===== src/rtl/disp_arbiter_if.sv =====
// -----------------------------------------------------------------------------
// disp_arbiter_if
// Requester-side handshake bundle for the seven-segment display arbiter.
//   req_valid [NREQ-1:0]    : requester i has a value to show
//   req_data  [16*NREQ-1:0] : requester i value in bits [16i+15:16i]
//   req_ready [NREQ-1:0]    : one-hot, high in the cycle requester i is accepted
// Modports: master = requesters (drive valid/data), slave = arbiter.
// -----------------------------------------------------------------------------
interface disp_arbiter_if #(
    parameter int NREQ = 4
);
    logic [NREQ-1:0]    req_valid;
    logic [16*NREQ-1:0] req_data;
    logic [NREQ-1:0]    req_ready;

    modport master (output req_valid, output req_data, input req_ready);
    modport slave  (input req_valid, input req_data, output req_ready);
endinterface


===== src/rtl/disp_arbiter.sv =====
// -----------------------------------------------------------------------------
// disp_arbiter
// Round-robin owner selection for the four-digit seven-segment display with a
// minimum hold time per owner, plus hex-to-segment decode of the owner value.
//   fpgaClk     : system clock
//   reset       : asynchronous, active-high reset
//   req         : disp_arbiter_if.slave (req_valid, req_data, req_ready)
//   DispReg     : 32-bit active-high patterns, byte k = digit k {dp,g..a}
//   owner       : index of the current display owner
//   owner_valid : high once any request has been granted since reset
// Optional build macro: DISP_LEADING_ZERO_BLANK_EN blanks leading zero digits
// (digits 3..1); digit 0 is always shown and the owner dp bit is kept.
// -----------------------------------------------------------------------------
module disp_arbiter #(
    parameter int NREQ        = 4,
    parameter int HOLD_CYCLES = 100000000,
    parameter int CNTW        = 27
) (
    input  logic               fpgaClk,
    input  logic               reset,
    disp_arbiter_if.slave      req,
    output logic [31:0]        DispReg,
    output logic [1:0]         owner,
    output logic               owner_valid
);

    typedef enum logic {IDLE = 1'b0, SHOW = 1'b1} state_t;

    localparam logic [2:0]      NREQ_W   = 3'(NREQ);
    localparam logic [1:0]      LAST_REQ = 2'(NREQ - 1);
    localparam logic [CNTW-1:0] HOLD_LD  = CNTW'(HOLD_CYCLES - 1);

    state_t          state_r;
    logic [CNTW-1:0] cnt_r;
    logic [1:0]      ptr_r;

    logic            found_s;
    logic [1:0]      win_s;
    logic            arb_s;
    logic            grant_s;
    logic            upd_s;
    logic [NREQ-1:0] ready_s;
    logic [15:0]     win_data_s;
    logic [15:0]     own_data_s;

    // Hex nibble to active-high segments {g,f,e,d,c,b,a}.
    function automatic logic [6:0] seg7(input logic [3:0] nib);
        logic [6:0] s;
        case (nib)
            4'h0:    s = 7'h3F;
            4'h1:    s = 7'h06;
            4'h2:    s = 7'h5B;
            4'h3:    s = 7'h4F;
            4'h4:    s = 7'h66;
            4'h5:    s = 7'h6D;
            4'h6:    s = 7'h7D;
            4'h7:    s = 7'h07;
            4'h8:    s = 7'h7F;
            4'h9:    s = 7'h6F;
            4'hA:    s = 7'h77;
            4'hB:    s = 7'h7C;
            4'hC:    s = 7'h39;
            4'hD:    s = 7'h5E;
            4'hE:    s = 7'h79;
            4'hF:    s = 7'h71;
            default: s = 7'h00;
        endcase
        return s;
    endfunction

    // Full 32-bit display word: four decoded digits, dp marks the owner digit.
    function automatic logic [31:0] disp_word(input logic [15:0] val,
                                              input logic [1:0]  own);
        logic [31:0] w;
        logic [6:0]  s;
`ifdef DISP_LEADING_ZERO_BLANK_EN
        logic        lz;
        lz = 1'b1;
`endif
        w = 32'h0000_0000;
        for (int k = 3; k >= 0; k--) begin
            s = seg7(val[4*k +: 4]);
`ifdef DISP_LEADING_ZERO_BLANK_EN
            // lz stays set only while every digit from 3 down to k is zero.
            lz = lz & (val[4*k +: 4] == 4'h0);
            if (lz && (k != 0)) begin
                s = 7'h00;
            end else begin
                s = s;
            end
`endif
            w[8*k +: 8] = {(2'(k) == own), s};
        end
        return w;
    endfunction

    // Round-robin scan: first valid requester at or above ptr_r, modulo NREQ.
    always_comb begin
        found_s = 1'b0;
        win_s   = 2'd0;
        for (int k = 0; k < NREQ; k++) begin
            logic [2:0] sum;
            logic [1:0] idx;
            sum = {1'b0, ptr_r} + 3'(k);
            idx = (sum >= NREQ_W) ? 2'(sum - NREQ_W) : sum[1:0];
            if (!found_s && req.req_valid[idx]) begin
                found_s = 1'b1;
                win_s   = idx;
            end else begin
                found_s = found_s;
            end
        end
    end

    // Handshake decode: arbitration in IDLE or on hold expiry, else owner-only.
    always_comb begin
        ready_s = {NREQ{1'b0}};
        arb_s   = (state_r == IDLE) || (cnt_r == {CNTW{1'b0}});
        grant_s = arb_s && found_s;
        upd_s   = !arb_s && req.req_valid[owner];
        if (reset) begin
            ready_s = {NREQ{1'b0}};
        end else if (grant_s) begin
            ready_s[win_s] = 1'b1;
        end else if (upd_s) begin
            ready_s[owner] = 1'b1;
        end else begin
            ready_s = {NREQ{1'b0}};
        end
    end

    assign req.req_ready = ready_s;
    assign win_data_s    = req.req_data[{win_s, 4'b0000} +: 16];
    assign own_data_s    = req.req_data[{owner, 4'b0000} +: 16];

    // Owner FSM: grant/reload, hold countdown, and registered display outputs.
    always_ff @(posedge fpgaClk or posedge reset) begin
        if (reset) begin
            state_r     <= IDLE;
            cnt_r       <= {CNTW{1'b0}};
            ptr_r       <= 2'd0;
            owner       <= 2'd0;
            owner_valid <= 1'b0;
            DispReg     <= 32'h0000_0000;
        end else begin
            if (grant_s) begin
                state_r     <= SHOW;
                cnt_r       <= HOLD_LD;
                ptr_r       <= (win_s == LAST_REQ) ? 2'd0 : win_s + 2'd1;
                owner       <= win_s;
                owner_valid <= 1'b1;
                DispReg     <= disp_word(win_data_s, win_s);
            end else begin
                case (state_r)
                    IDLE: begin
                        DispReg <= 32'h0000_0000;
                    end
                    SHOW: begin
                        // Counter saturates at zero; with no request the last
                        // value stays on screen until the next grant.
                        if (cnt_r != {CNTW{1'b0}}) begin
                            cnt_r <= cnt_r - CNTW'(1);
                        end else begin
                            cnt_r <= cnt_r;
                        end
                        if (upd_s) begin
                            DispReg <= disp_word(own_data_s, owner);
                        end else begin
                            DispReg <= DispReg;
                        end
                    end
                    default: begin
                        state_r <= IDLE;
                    end
                endcase
            end
        end
    end

endmodule


===== src/flat_wrapper.sv =====
// flat-port wrapper written by rule: the top's interface ports become plain ports
module disp_arbiter_flat 
#(
    parameter int NREQ        = 4,
    parameter int HOLD_CYCLES = 100000000,
    parameter int CNTW        = 27
)
  (fpgaClk, reset, DispReg, owner, owner_valid, req_req_valid, req_req_data, req_req_ready);
  disp_arbiter_if #(.NREQ(NREQ)) req_i ();
  input  logic fpgaClk;
  input  logic reset;
  output logic [31:0] DispReg;
  output logic [1:0] owner;
  output logic owner_valid;
  input wire logic [$bits(req_i.req_valid)-1:0] req_req_valid;
  input wire logic [$bits(req_i.req_data)-1:0] req_req_data;
  output wire logic [$bits(req_i.req_ready)-1:0] req_req_ready;
  assign req_i.req_valid = req_req_valid;
  assign req_i.req_data = req_req_data;
  assign req_req_ready = req_i.req_ready;
  disp_arbiter #(.NREQ(NREQ), .HOLD_CYCLES(HOLD_CYCLES), .CNTW(CNTW)) u_core (.fpgaClk(fpgaClk), .reset(reset), .req(req_i), .DispReg(DispReg), .owner(owner), .owner_valid(owner_valid));
endmodule

===== config.mk =====
export PLATFORM = sky130hd
export DESIGN_NAME = disp_arbiter_flat
export DESIGN_NICKNAME = d
export VERILOG_FILES = /design/src/rtl/disp_arbiter_if.sv /design/src/rtl/disp_arbiter.sv /design/src/flat_wrapper.sv
export SDC_FILE = /design/constraint.sdc
export NUM_CORES = 1
export LEC_CHECK = 0
export BUFFER_PORTS_ARGS = -buffer_cell sky130_fd_sc_hd__buf_2
export CAP_MARGIN = 20
export CORE_MARGIN = 1.5
export CORE_UTILIZATION = 52
export DETAILED_ROUTE_END_ITERATION = 16
export PLACE_DENSITY = 0.75
export SYNTH_ARGS = -nofsm -noshare
export SYNTH_HDL_FRONTEND = slang
export SYNTH_SLANG_ARGS = --single-unit

===== constraint.sdc =====
create_clock -name fpgaClk -period 4.36 [get_ports fpgaClk]
set_input_delay 0.654 -clock fpgaClk [delete_from_list [all_inputs] [get_ports fpgaClk]]
set_output_delay 0.654 -clock fpgaClk [all_outputs]
set_load 0.01 [all_outputs]

### After elaboration in Yosys (flattened, before gate mapping)

Memories as Yosys holds them, arrays and structs flattened.
Cells that the tools add are included.
Widths: inputs -> output; s select.

| word-level totals | value |
|---|---|
| output and inout port bits | 39 |
| input port bits | 70 |
| bits in latches | 0 |
| flip-flop bits (word level) | 64 |
| memories | 8 |
| memory bits (read-only) | 896 |
| memory bits (writable) | 0 |
| logic and storage cells | 100 |

Memories:

| memory | words | width | read ports | clocked after memory_dff | write ports | RTL line | source |
|---|---|---|---|---|---|---|---|
| (no name shown) | 16 | 7 | 1 | 0 | 0 | disp_arbiter.sv:49 | `case (nib)` |
| (no name shown) | 16 | 7 | 1 | 0 | 0 | disp_arbiter.sv:49 |  |
| (no name shown) | 16 | 7 | 1 | 0 | 0 | disp_arbiter.sv:49 |  |
| (no name shown) | 16 | 7 | 1 | 0 | 0 | disp_arbiter.sv:49 |  |
| (no name shown) | 16 | 7 | 1 | 0 | 0 | disp_arbiter.sv:49 |  |
| (no name shown) | 16 | 7 | 1 | 0 | 0 | disp_arbiter.sv:49 |  |
| +2 memories | - | - | - | - | - | - |  |

| operators by class | value |
|---|---|
| div/mod/pow operators | 0 |
| equality and inequality tests | 8 |
| multipliers | 0 |
| add/sub/neg operators | 9 |
| bitwise gates (word level) | 1 |
| reductions and logical operators | 19 |
| shift-type cells | 2 |
| multiplexer cells | 36 |
| order comparisons | 12 |

Operator list:

| cell | count |
|---|---|
| $shiftx 64x7->16 | 2 |
| $mux 27 | 3 |
| $mux 32 | 2 |
| $pmux 32 s2 | 1 |
| $logic_not 27->1 | 1 |
| $reduce_bool 27->1 | 1 |
| $sub 27x1->27 const B | 1 |
| $lt 2x3->1 const B | 6 |
| $mux 2 | 9 |
| $mux 4 | 3 |
| $mux 1 | 11 |
| $bmux 1 s2 | 5 |
| $ge 3x3->1 const B | 3 |
| $eq 2x2->1 const A | 4 |
| $sub 2x1->2 const B | 4 |
| $logic_and 1x1->1 | 7 |
| $add 2x2->3 const B | 2 |
| $demux 1 s2 | 2 |
| $eq 1x2->1 const A | 2 |
| $ge 2x1->1 const B | 2 |
| $logic_not 1->1 | 4 |
| $logic_not 2->1 | 2 |
| $reduce_bool 2->1 | 2 |
| $add 2x1->3 const B | 1 |
| other kinds (7) | 7 |

### Logic depth before layout (Yosys ltp)

| depth | value |
|---|---|
| depth in word-level cells | 20 |
| mapped depth | 13 |
| gate-level depth less buffers | 11 |

### Worst setup path before layout

No wires, ideal clock.

| timing path | value |
|---|---|
| path type | reg2out |
| start | reg u_core.cnt_r[10] |
| end | out req_req_ready[3] |
| path buffers | 4 |
| cell stages (with the launch flop) | 12 |
| data arrival time | 2918 ps |
| data required time | 3706 ps |
| setup slack | 788 ps |
| cell sequence | dfrtp_1 -> or4_4 -> or4_1 -> buf_2 -> or3_1 -> buf_2 -> and2_4 -> buf_6 -> nor2_8 -> buf_6 -> nand2_1 -> a21oi_1 |

| between the ends | value |
|---|---|
| cells in the longest elaborated chain, start to end | 7 |
| elaborated cells on any way between the ends | 8 |
| those cells by class | mux (3); reduce/logical (5) |

RTL lines:

| element | RTL line | source |
|---|---|---|
| start: declaration | disp_arbiter.sv:34 | `logic [CNTW-1:0] cnt_r;` |
| start signal: assignment | disp_arbiter.sv:140 | `cnt_r <= {CNTW{1'b0}};` |
| start signal: assignment | disp_arbiter.sv:162 | `cnt_r <= cnt_r - CNTW'(1);` |
| start signal: assignment | disp_arbiter.sv:164 | `cnt_r <= cnt_r;` |
| $logic_not 27->1 (*) | disp_arbiter.sv:118 | `arb_s = (state_r == IDLE) \|\| (cnt_r == {CNTW{1'b0}});` |
| $logic_or 1x1->1 (*) | disp_arbiter.sv:118 |  |
| $logic_not 1->1 | disp_arbiter.sv:120 | `upd_s = !arb_s && req.req_valid[owner];` |
| $logic_and 1x1->1 | disp_arbiter.sv:120 |  |
| $mux 4 | disp_arbiter.sv:125 | `end else if (upd_s) begin` |
| $mux 4 (*) | disp_arbiter.sv:123 | `end else if (grant_s) begin` |
| $mux 4 (*) | disp_arbiter.sv:121 | `if (reset) begin` |
| end: declaration | flat_wrapper.sv:17 | `output wire logic [$bits(req_i.req_ready)-1:0] req_req_ready;` |

Mark *: on every way between the ends. The rest lies on a longest branch, timed or not.

### Final worst setup path

| timing path | value |
|---|---|
| start | reg u_core.cnt_r[10] |
| end | out req_req_ready[0] |

Same word-level chain as after synthesis.

==> qor.yml <==
sta:
  fin_crit_sh_pct: 94.5
  setup_violations: 0
  post-route-min-period_ns: 4.12
  relSlewSlack_pct: 44.1
  setup_ws_ns: 0.239
  setup_tns_ns: 0
  max_freq_ghz: 0.243
  rsz0062_at_grt: "false"
  hold_viol_final: 0
  drv_slew: 0
  worst_pin_slew_ns: 0.838
  skew_ns: 0.00629
cts:
  numCtsBuffers: 9
  ctsHtreeMaxLevel: 3
  cts_hold_buf: 0
  clock_latency_ns: 0.33
  clk_path_buf_depth: 2
  root_buffer: "clkbuf_16"
  clock-sinks: 64
  clk_pin_slew_ns: 0.06
  cts_tree: "yes"
critical_path:
  crit_fanout: 25
  crit_type: "register to primary output"
  crit_required_ns: 3.71
  cpPeakStageDelay_ns: 0.61
  timing.critical_path.slowest_stage_cell: "or4_1"
  start_kind: "register"
  worstPathCellList: "or4_4 -> or4_1 -> or3_4 -> and2_4 -> nand2_4 -> nor3_1 -> a21oi_1 -> nor2_1 -> buf_2"
  worst_setup_path_end_kind: "primary output"
  cp_top_family: "simple AND/OR/NAND/NOR gates"
  arrival_ns: 3.47
  path_buf_inv: 1
place:
  dpl.hpwl_mm: 12.2
  place_ws_ns: 0.587
  port_buffers: 108
  gp_congestion: 0.919
  place_inst: 912
layout:
  antennaDiodeCount: 0
  final_core_util_pct: 62.1
  fin_nets: 903
  final_layout_size_suffix_gt1_share_pct: 25.7
  fin_cells: 928
  area_growth_pct: 16.1
flow_run:
  max-cap-violations: 0
die:
  die_h_um: 111
  dieArea_mm2: 0.0124
  initial_core_util_pct: 53.5
  ios: 109
  core-area_mm2: 0.0114
  row_count: 39
  die_w_um: 111
global_routing:
  antenna_found_initial: 0
  gr-usage-all-layers_pct: 26.6
  grt-ovfl-total: 0
  grt_pass1_vias: 5644
  grt_pass1_wl_mm: 27.1
  grt_max_degree: 39
synth:
  synth_cell_types: 70
  synth_flop_cell: "dfrtp_1"
  syn_inst: 683
  synthArstFlopShare_pct: 100
  syn_nets: 806
  synth-seq-cells: 64
  synth.avg_cell_area_um2: 8.95
  synth_edf_count: 0
  synth_common_cells: "64 x dfrtp_1, 63 x mux2i_1, 58 x a21oi_1, 54 x nand2_1, 54 x nor2_1"
  synth.yosys.seq_area_share_pct: 26.2
  synthTopCellsByArea: "dfrtp_1 26%, ha_1 11%, mux2i_1 10%, mux4_2 6.3%, a21oi_1 4.8%"
  synthesis.area_mm2: 0.00611
  synth_top_area_share_pct: 26.2
  yosysTopAreaCell: "dfrtp_1"
  yosysWarnings: 0
  yosysMostFrequentCell: "dfrtp_1"
routing:
  wl_mm: 16.2
  drc: 0
  drt_iter0_drc: 308
  dr.pass1.iters: 4
  vias: 5772
  wl_per_cell_um: 17.5
  vias_per_cell: 6.22
  ant_nets: 0
worst_hold_path:
  holdCritPathClass: "register to register"
power_and_ir_drop:
  peakVddDrop_mv: 0.189
  total_leakage_power_nw: 3.13
  power_density_mw_per_mm2: 366
outcome:
  status: "finished clean"
## power by group
group / total (W) / internal (W) / switching (W)
Sequential: 0.000797 / 0.000699 / 0.0000976
Clock: 0.000774 / 0.000501 / 0.000273
Combinational: 0.00102 / 0.000441 / 0.000584
Total: 0.00260 / 0.00164 / 0.000954
## cell families after synthesis
| kind of cell | after synthesis | share of synthesized area, % |
|---|---|---|
| xor gates and xnor gates | 7 | 1.00 |
| buffers and inverters | 78 | 5.84 |
| and+or+nand+nor | 199 | 15.9 |
| DFF | 64 | 26.2 |
| muxes | 98 | 19.9 |
| AOI/OAI and AO/OA | 184 | 20.3 |
| adders and majority gates | 53 | 10.9 |
## layer usage
metal / vias to the layer above / global-route usage, % / share of wire (%)
li1: 2742 / - / -
met1: 2742 / 34.0 / 42
met2: 244 / 44.9 / 48
met3: 44 / 4.74 / 6.7
met4: 0 / 10.4 / 3.2
met5: - / 0 / 0
## cell usage in the layout, fill, tap and decap left out, types with 4 or more instances in the layout
cell type,synthesis,layout
a21oi_1,58,58
inv_1,39,38
o21ai_0,26,26
nand2b_1,8,8
clkbuf_16,0,9
nor3_1,21,21
mux2i_1,63,63
nand3_1,12,12
nor2b_1,9,9
nor4_1,7,6
o31ai_1,7,7
ha_1,53,53
buf_4,0,17
a211oi_1,10,10
nand2_1,54,54
a221o_1,7,7
buf_2,12,108
nor2_1,54,53
or3_1,8,7
or4_1,4,4
a221oi_1,5,5
a31oi_1,13,13
dfrtp_1,64,64
o211ai_1,5,5
mux4_2,17,17
xnor2_1,5,5
o22ai_1,11,11
mux2_2,18,18
and2_1,4,4
## timing repair
item / 4_1_cts / 5_1_grt
resized for setup: 0 / 1
setup buffers: 0 / 0
endpoints found under the setup margin: 0 / 1
## area by class of cell
type                            count  area, um2
Tap cell                          143        179
Fill cell                         955       4330
Timing Repair Buffer              125        668
Sequential cell                    64       1600
Inverter                           39        146
Clock inverter                      7       95.1
Clock buffer                        9        225
Multi-Input combinational cell    541       4180
## tightest hold or removal path, stage by stage (launching register included)
cell and delay, ns:
dfrtp_1 0.34, o31ai_1 0.07, nand2_1 0.06
## flip-flops by register name (all words and copies together), names as in the netlist
signal / flops
u_core.DispReg: 32
u_core.cnt_r: 27
u_core.owner: 2
u_core.owner_valid: 1
u_core.ptr_r: 2
## final timing paths
path	start	depth (start not counted)	slack, ns	to
max	u_core.cnt_r[10]	9	0.24	req_req_ready[0]
min	u_core.cnt_r[26]	2	0.50	u_core.cnt_r[26]
max reg2reg	u_core.cnt_r[10]	8	1.02	u_core.DispReg[5]
min reg2reg	u_core.cnt_r[26]	2	0.50	u_core.cnt_r[26]
max in group asynchronous	reset	3	2.93	u_core.cnt_r[14]
min in group asynchronous	reset	2	0.55	u_core.DispReg[7]
## per-stage QoR
stage / hold WS, ns / total power (W) / instance area, um2
after global placement: 0.465 / 0.00178 / 6770
final: 0.502 / 0.00260 / 7090
after floorplan: 0.446 / 0.00152 / 6110
after global routing: 0.512 / 0.00276 / 7090
after detailed placement: 0.489 / 0.00182 / 6770
after CTS: 0.500 / 0.00260 / 7090
Note: power is estimated with default switching activity, not from simulation.
